[src/rtl/pito_hart_scheduler.sv]
// Round-robin hart issue scheduler for the barrel RV32 core with per-hart OFF/RUN/SLEEP tracking.
// Optional perf counters (idle_cycles_o, wfi_count_o) are enabled by defining PITO_HART_SCHED_PERF_EN.
module pito_hart_scheduler #(
  parameter int NUM_HARTS      = 8,
  parameter int HART_CNT_WIDTH = $clog2(NUM_HARTS)
) (
  input  logic                      clk,
  input  logic                      rst,
  input  logic [NUM_HARTS-1:0]      hart_enable_i,
  input  logic [NUM_HARTS-1:0]      irq_pending_i,
  input  logic                      wfi_valid_i,
  input  logic [HART_CNT_WIDTH-1:0] wfi_hart_i,
  input  logic                      issue_ready_i,
  output logic                      issue_valid_o,
  output logic [HART_CNT_WIDTH-1:0] issue_hart_o,
  output logic [NUM_HARTS-1:0]      hart_run_o,
  output logic [NUM_HARTS-1:0]      hart_sleep_o,
`ifdef PITO_HART_SCHED_PERF_EN
  output logic [31:0]               idle_cycles_o,
  output logic [31:0]               wfi_count_o,
`endif
  output logic                      all_idle_o
);

  typedef enum logic [1:0] {HS_OFF, HS_RUN, HS_SLEEP} hart_state_e;

  hart_state_e                 state_p0   [NUM_HARTS];
  hart_state_e                 state_next [NUM_HARTS];
  logic [NUM_HARTS-1:0]        run_cur;
  logic [NUM_HARTS-1:0]        run_next;
  logic [NUM_HARTS-1:0]        sleep_next;
  logic [HART_CNT_WIDTH-1:0]   last_p0;
  logic [HART_CNT_WIDTH-1:0]   cand;
  logic [HART_CNT_WIDTH-1:0]   sel;
  logic                        found;
  logic                        upd;
  logic                        drop;

  function automatic logic [HART_CNT_WIDTH-1:0] ptr_inc(input logic [HART_CNT_WIDTH-1:0] p);
    if (int'(p) >= NUM_HARTS - 1) return '0;
    else return p + HART_CNT_WIDTH'(1);
  endfunction

  always_comb begin
    for (int h = 0; h < NUM_HARTS; h++) begin
      state_next[h] = state_p0[h];
      if (!hart_enable_i[h]) begin
        state_next[h] = HS_OFF;
      end else begin
        case (state_p0[h])
          HS_OFF:   state_next[h] = HS_RUN;
          // A WFI racing with a pending interrupt retires as a NOP.
          HS_RUN:   if (wfi_valid_i && (int'(wfi_hart_i) == h) && !irq_pending_i[h])
                      state_next[h] = HS_SLEEP;
          HS_SLEEP: if (irq_pending_i[h]) state_next[h] = HS_RUN;
          default:  state_next[h] = HS_OFF;
        endcase
      end
      run_cur[h]    = (state_p0[h] == HS_RUN);
      run_next[h]   = (state_next[h] == HS_RUN);
      sleep_next[h] = (state_next[h] == HS_SLEEP);
    end
  end

  // Stage p0: per-hart state and registered status outputs
  always_ff @(posedge clk) begin
    if (rst) begin
      for (int h = 0; h < NUM_HARTS; h++) state_p0[h] <= HS_OFF;
      hart_run_o   <= '0;
      hart_sleep_o <= '0;
      all_idle_o   <= 1'b1;
    end else begin
      for (int h = 0; h < NUM_HARTS; h++) state_p0[h] <= state_next[h];
      hart_run_o   <= run_next;
      hart_sleep_o <= sleep_next;
      all_idle_o   <= ~|run_next;
    end
  end

  always_comb begin
    found = 1'b0;
    sel   = last_p0;
    cand  = last_p0;
    for (int i = 0; i < NUM_HARTS; i++) begin
      cand = ptr_inc(cand);
      if (!found && run_next[cand]) begin
        found = 1'b1;
        sel   = cand;
      end
    end
  end

  assign upd  = ~issue_valid_o | issue_ready_i;
  assign drop = issue_valid_o & ~run_next[issue_hart_o];

  // Stage p0: issue decision; a stalled hart that leaves RUN is withdrawn, search resumes next cycle
  always_ff @(posedge clk) begin
    if (rst) begin
      issue_valid_o <= 1'b0;
      issue_hart_o  <= '0;
      last_p0       <= HART_CNT_WIDTH'(NUM_HARTS - 1);
    end else if (upd) begin
      issue_valid_o <= found;
      if (found) begin
        issue_hart_o <= sel;
        last_p0      <= sel;
      end
    end else if (drop) begin
      issue_valid_o <= 1'b0;
    end
  end

`ifdef PITO_HART_SCHED_PERF_EN
  always_ff @(posedge clk) begin
    if (rst) begin
      idle_cycles_o <= '0;
      wfi_count_o   <= '0;
    end else begin
      if (!issue_valid_o && (idle_cycles_o != 32'hFFFF_FFFF))
        idle_cycles_o <= idle_cycles_o + 32'd1;
      if ((|(run_cur & sleep_next)) && (wfi_count_o != 32'hFFFF_FFFF))
        wfi_count_o <= wfi_count_o + 32'd1;
    end
  end
`endif

endmodule

[config.mk]
export PLATFORM = sky130hd
export DESIGN_NAME = pito_hart_scheduler
export DESIGN_NICKNAME = d
export VERILOG_FILES = /design/src/rtl/pito_hart_scheduler.sv
export SDC_FILE = /design/constraint.sdc
export NUM_CORES = 1
export LEC_CHECK = 0
export BUFFER_PORTS_ARGS = -buffer_cell sky130_fd_sc_hd__buf_2
export CAP_MARGIN = 15
export CORE_ASPECT_RATIO = 1.1
export CORE_MARGIN = 10
export CORE_UTILIZATION = 59
export CTS_BUF_LIST = sky130_fd_sc_hd__clkbuf_4
export DETAILED_ROUTE_END_ITERATION = 12
export PLACE_DENSITY = 0.86
export SKIP_LAST_GASP = 1
export SLEW_MARGIN = 20
export SYNTH_ARGS = -nofsm -noshare
export SYNTH_HDL_FRONTEND = slang
export SYNTH_SLANG_ARGS = --single-unit
[constraint.sdc]
create_clock -name clk -period 9 [get_ports clk]
set_clock_uncertainty 0.15 [all_clocks]
set_input_delay 0.45 -clock clk [delete_from_list [all_inputs] [get_ports clk]]
set_output_delay 0.45 -clock clk [all_outputs]
set_load 0.05 [all_outputs]
==> metrics.cfg, run 1 <==
[grt]
grt_pass1_vias = 2720
grt_max_degree = 23
grt_pass1_wl_um = 13100
antenna_found_initial = 0
track_usage_pct = 20.1
gr-total-overflow = 0

[place]
gp_congestion = 1.01
hpwl_um = 6090
portBuffers = 43

[layout]
syn2layout_area_growth_pct = 11.8
nNetsFinal = 398
fill_cells = 391
diodes = 0
drive_gt1_share_pct = 21.3

[timing]
setup_violations = 0
worst_slew_pin_slew_ns = 0.847
finalMaxSlewViolations = 0
timing.slew.headroom_pct = 43.3
setup-tns-final_ns = 0
period_share_pct = 85.9
hold_violations = 0
max_freq_ghz = 0.129
rsz0062_at_grt = no
min_period_ns = 7.73

[critical_path]
critPathCaptureType = flip-flop
crit_slowest_cell = dfxtp_1
worstSetupStartpointType = flip-flop
cp.arrival_ns = 7.87
crit_top_cell = ha_1
critical_path_class = reg -> reg
slowest_delay_ns = 0.53
ff2ff_setup_slack_ns = 1.27
critPathRequiredTime_ns = 9.14
cp_max_fo = 10

[floorplanning]
core_area_um2 = 4590
row_count = 26
io_pins = 44
die_h_um = 92.0
die_area_um2 = 7860
initial_core_util_pct = 60.6
dieWidth_um = 85.4

[cts]
ctsHoldBuffers = 0
clk_pin_slew_ns = 0.12
post-cts-setup-buffer-count = 0
cts_num_sinks = 40
cts_root_buffer = clkbuf_4
clock_path_buffers = 2
cts_tree = built
insertion_delay_ns = 0.36
cts_made_buffers = 5
cts_max_level = 2
cts_resized = 0

[logic_synthesis]
synthCells = 320
ys_types = 53
ys_async_sr_fraction_pct = 0
synth_nets = 357
ys_seq_area_share_pct = 28.8
synth_edf_count = 0
avgSynthCellArea_um2 = 8.68
synth_ff_type = dfxtp_1
yosys.area.top_type = dfxtp_1
yosys_warnings = 0
synth_top_area_share_pct = 28.8
synth.area.top_cells = dfxtp_1, mux4_2, ha_1
synth_seq_cells = 40
synthesis.area_um2 = 2780

[route]
viasPerCell = 6.46
drt_iter0_drc = 373
wire_per_inst_um = 19.1
drc = 0
wl_um = 7970
dr_total_vias = 2700
ant_nets = 0
firstDrtPassIters = 5

[outcome]
status = completed

[run]
max_cap_violations = 0

[min_path]
hold_path.class = in -> reg

[through the flow]
| step | setup WS (ns) | utilization (%) | area (um2) | hold WS (ns) | cells |
|---|---|---|---|---|---|
| after floorplan | 2.18 | - | 2780 | 0.348 | 320 |
| after global placement | 1.74 | 66.0 | 3030 | 0.347 | 410 |
| after detailed placement | 1.48 | 66.0 | 3030 | 0.353 | 410 |
| after CTS | 1.38 | 67.8 | 3110 | 0.187 | 418 |
| after global routing | 0.670 | 67.8 | 3110 | 0.195 | 418 |
| final | 1.27 | 67.8 | 3110 | 0.191 | 418 |
[layout by cell type (no fill, tap or decap), drive strengths merged, types with 12 or more instances in the layout]
master,netlist,routed
and3,25,25
mux4,12,12
nor2,45,45
dfxtp,40,40
buf,5,45
inv,17,17
mux2i,18,18
nand3,12,12
ha,14,14
o21ai,32,32
nand2,21,21
[logic make-up after synthesis]
group / after synthesis / share of synthesized area, %
multiplexers: 32 / 18.6
AND/OR/NAND/NOR: 137 / 26.4
buffers and inverters: 28 / 4.14
AO/OA/AOI/OAI: 69 / 15.8
adder cells (fa/ha/maj): 14 / 6.30
flip-flops: 40 / 28.8
[registers in the layout, summed over array words and instances, names as in the netlist]
register / flops
state_p0: 16
hart_run_o: 8
hart_sleep_o: 8
issue_hart_o: 3
last_p0: 3
all_idle_o: 1
issue_valid_o: 1
[cell usage after synthesis (3+ instances only)]
| cell | number |
|---|---|
| a21oi_1 | 8 |
| a31oi_1 | 6 |
| and3_1 | 25 |
| clkbuf_1 | 6 |
| dfxtp_1 | 40 |
| ha_1 | 14 |
| inv_1 | 15 |
| mux2i_1 | 16 |
| mux4_1 | 4 |
| mux4_2 | 8 |
| nand2_1 | 21 |
| nand2b_1 | 4 |
| nand3_1 | 8 |
| nand3_2 | 4 |
| nand4_1 | 9 |
| nor2_1 | 44 |
| nor2b_1 | 6 |
| nor3_1 | 3 |
| o21ai_0 | 25 |
| o21ai_1 | 7 |
[critical path: cells and delay by family (launching register included)]
kind,cells,cell delay [ns]
and+or+nand+nor,10,1.47
adders and majority gates,9,2.41
DFF,1,0.53
buffers and inverters,3,0.28
muxes,1,0.37
AOI/OAI and AO/OA,10,2.44
[final timing paths]
path,startpoint,to,depth (start not counted)
setup / recovery,last_p0[0]$_SDFFE_PP1P_,last_p0[1]$_SDFFE_PP1P_,33
hold / removal,hart_enable_i[5],state_p0[1][3]$_SDFF_PP0_,2
setup reg to reg,last_p0[0]$_SDFFE_PP1P_,last_p0[1]$_SDFFE_PP1P_,33
hold reg to reg,issue_hart_o[2]$_SDFFE_PP0P_,issue_hart_o[2]$_SDFFE_PP0P_,2
[layout make-up]
cell class                 instances  area, um2  share of cell area [%]
multi-input combinational        252       1860                    59.9
sequential                        40        801                    25.8
timing repair buffer              45        230                    7.41
tap                               56       70.1                    2.25
inverter                          17       63.8                    2.05
clock inverter                     3       42.5                    1.37
clock buffer                       5       37.5                    1.21
[per-layer routing]
metal	GRT usage, %	routed length, um	up-vias
met2	34.3	4000	135
met5	0	0	-
li1	-	-	1268
met4	9.75	283	0
met3	4.16	528	34
met1	23.0	3160	1263
Power of run 1 is left out: the tool's default activity adds up to more than one toggle a clock period on the data nets, which glitch-free logic cannot reach.
==> run 2, diff against run 1 <==
- CORE_ASPECT_RATIO: 1.1 -> default
==> metrics.cfg, run 2 (synthesized netlist as in run 1, its figures left out) <==
[layout]
nNetsFinal = 396
syn2layout_area_growth_pct = 11.1
fin_util_pct = 69.5
drive_gt1_share_pct = 20.8
largest_reg_flops = 16
reg.largest.list = state_p0 x16, hart_run_o x8, hart_sleep_o x8
final_common_cell = nor2_1
final_cell_mix = nor2_1, buf_2, dfxtp_1, and3_1, o21ai_0
largest_register = state_p0
diodes = 0

[route]
firstDrtPassIters = 5
wl_um = 7650
viasPerCell = 6.46
dr_total_vias = 2661
wire_per_inst_um = 18.6
drc = 0
ant_nets = 0
drt_iter0_drc = 311

[grt]
antenna_found_initial = 0
grt_max_degree = 23
grt_pass1_vias = 2623
gr-total-overflow = 0
grt_pass1_wl_um = 12900
track_usage_pct = 20.8

[timing]
setup_slack_ns = 1.09
period_share_pct = 87.9
rsz0062_at_grt = no
finalMaxSlewViolations = 0
whs_ns = 0.215
hold_violations = 0
timing.slew.headroom_pct = 32.7
max_freq_ghz = 0.126
setup_violations = 0
worst_slew_pin_slew_ns = 1.01
setup-tns-final_ns = 0
min_period_ns = 7.91

[critical_path]
cp.arrival_ns = 7.97
critPathRequiredTime_ns = 9.06
cp_max_fo = 10
crit_slowest_cell = dfxtp_1
worstSetupStartpointType = flip-flop
slowest_delay_ns = 0.53
critPathCaptureType = flip-flop
critical_path_class = reg -> reg
crit_top_cell = ha_1

[cts]
ctsHoldBuffers = 0
clk_pin_slew_ns = 0.12
cts_tree = built
cts_made_buffers = 5
cts_max_level = 2
cts_root_buffer = clkbuf_4
cts_num_sinks = 40
post-cts-setup-buffer-count = 0
clock_path_buffers = 2
cts_resized = 0
insertion_delay_ns = 0.34

[place]
place_ws_ns = 1.31
hpwl_um = 5790
portBuffers = 43
gp_congestion = 1.01

[floorplanning]
io_pins = 44
core_area_um2 = 4440
dieWidth_um = 88.6
die_h_um = 88.6
die_area_um2 = 7860
initial_core_util_pct = 62.5
row_count = 24

[run]
max_cap_violations = 0

[outcome]
status = completed

[min_path]
hold_path.class = in -> reg

==> run 2: cell count changes in the layout (fill, tap and decap cells not counted) <==
cell        change
clkinvlp_4      -1
clkbuf_4        +1
buf_4           -2
==> run 2: per-stage QoR <==
step,cells,area [um2]
global route,412,3090
global placement,404,3010
floorplan,320,2780
finish,412,3090
CTS,412,3090
detailed placement,404,3010
==> run 2: worst paths after layout <==
| kind | start | endpoint | slack, ns | cells after the start |
|---|---|---|---|---|
| min reg2reg | issue_hart_o[2]$_SDFFE_PP0P_ | issue_hart_o[2]$_SDFFE_PP0P_ | 0.38 | 2 |
| min | hart_enable_i[4] | state_p0[1][1]$_SDFF_PP0_ | 0.22 | 2 |
| max | last_p0[0]$_SDFFE_PP1P_ | last_p0[1]$_SDFFE_PP1P_ | 1.09 | 33 |
| max reg2reg | last_p0[0]$_SDFFE_PP1P_ | last_p0[1]$_SDFFE_PP1P_ | 1.09 | 33 |
==> run 2: critical path, delay by kind of cell, from the launching register on <==
family	cells	cell delay [ns]
AOI/OAI and AO/OA	12	2.79
adders and majority gates	9	2.38
DFF	1	0.53
and+or+nand+nor	8	1.23
buffers and inverters	3	0.29
muxes	1	0.39
==> run 2: per-layer routing <==
layer,wire (um),global-route usage [%],part of all wire (%),vias up
met1,3330,26.5,44,1249
met4,255,8.52,3.3,0
met3,529,4.50,6.9,25
met2,3530,33.2,46,120
met5,0,0,0,-
li1,-,-,-,1267
==> run 2: cell type report <==
cell class,count,area (um2)
Multi-Input combinational cell,252,1860
Fill cell,359,1360
Sequential cell,40,801
Timing Repair Buffer,43,215
Tap cell,52,65.1
Inverter,17,63.8
Clock buffer,6,45.0
Clock inverter,2,35.0
Power of run 2 is left out for the same reason.
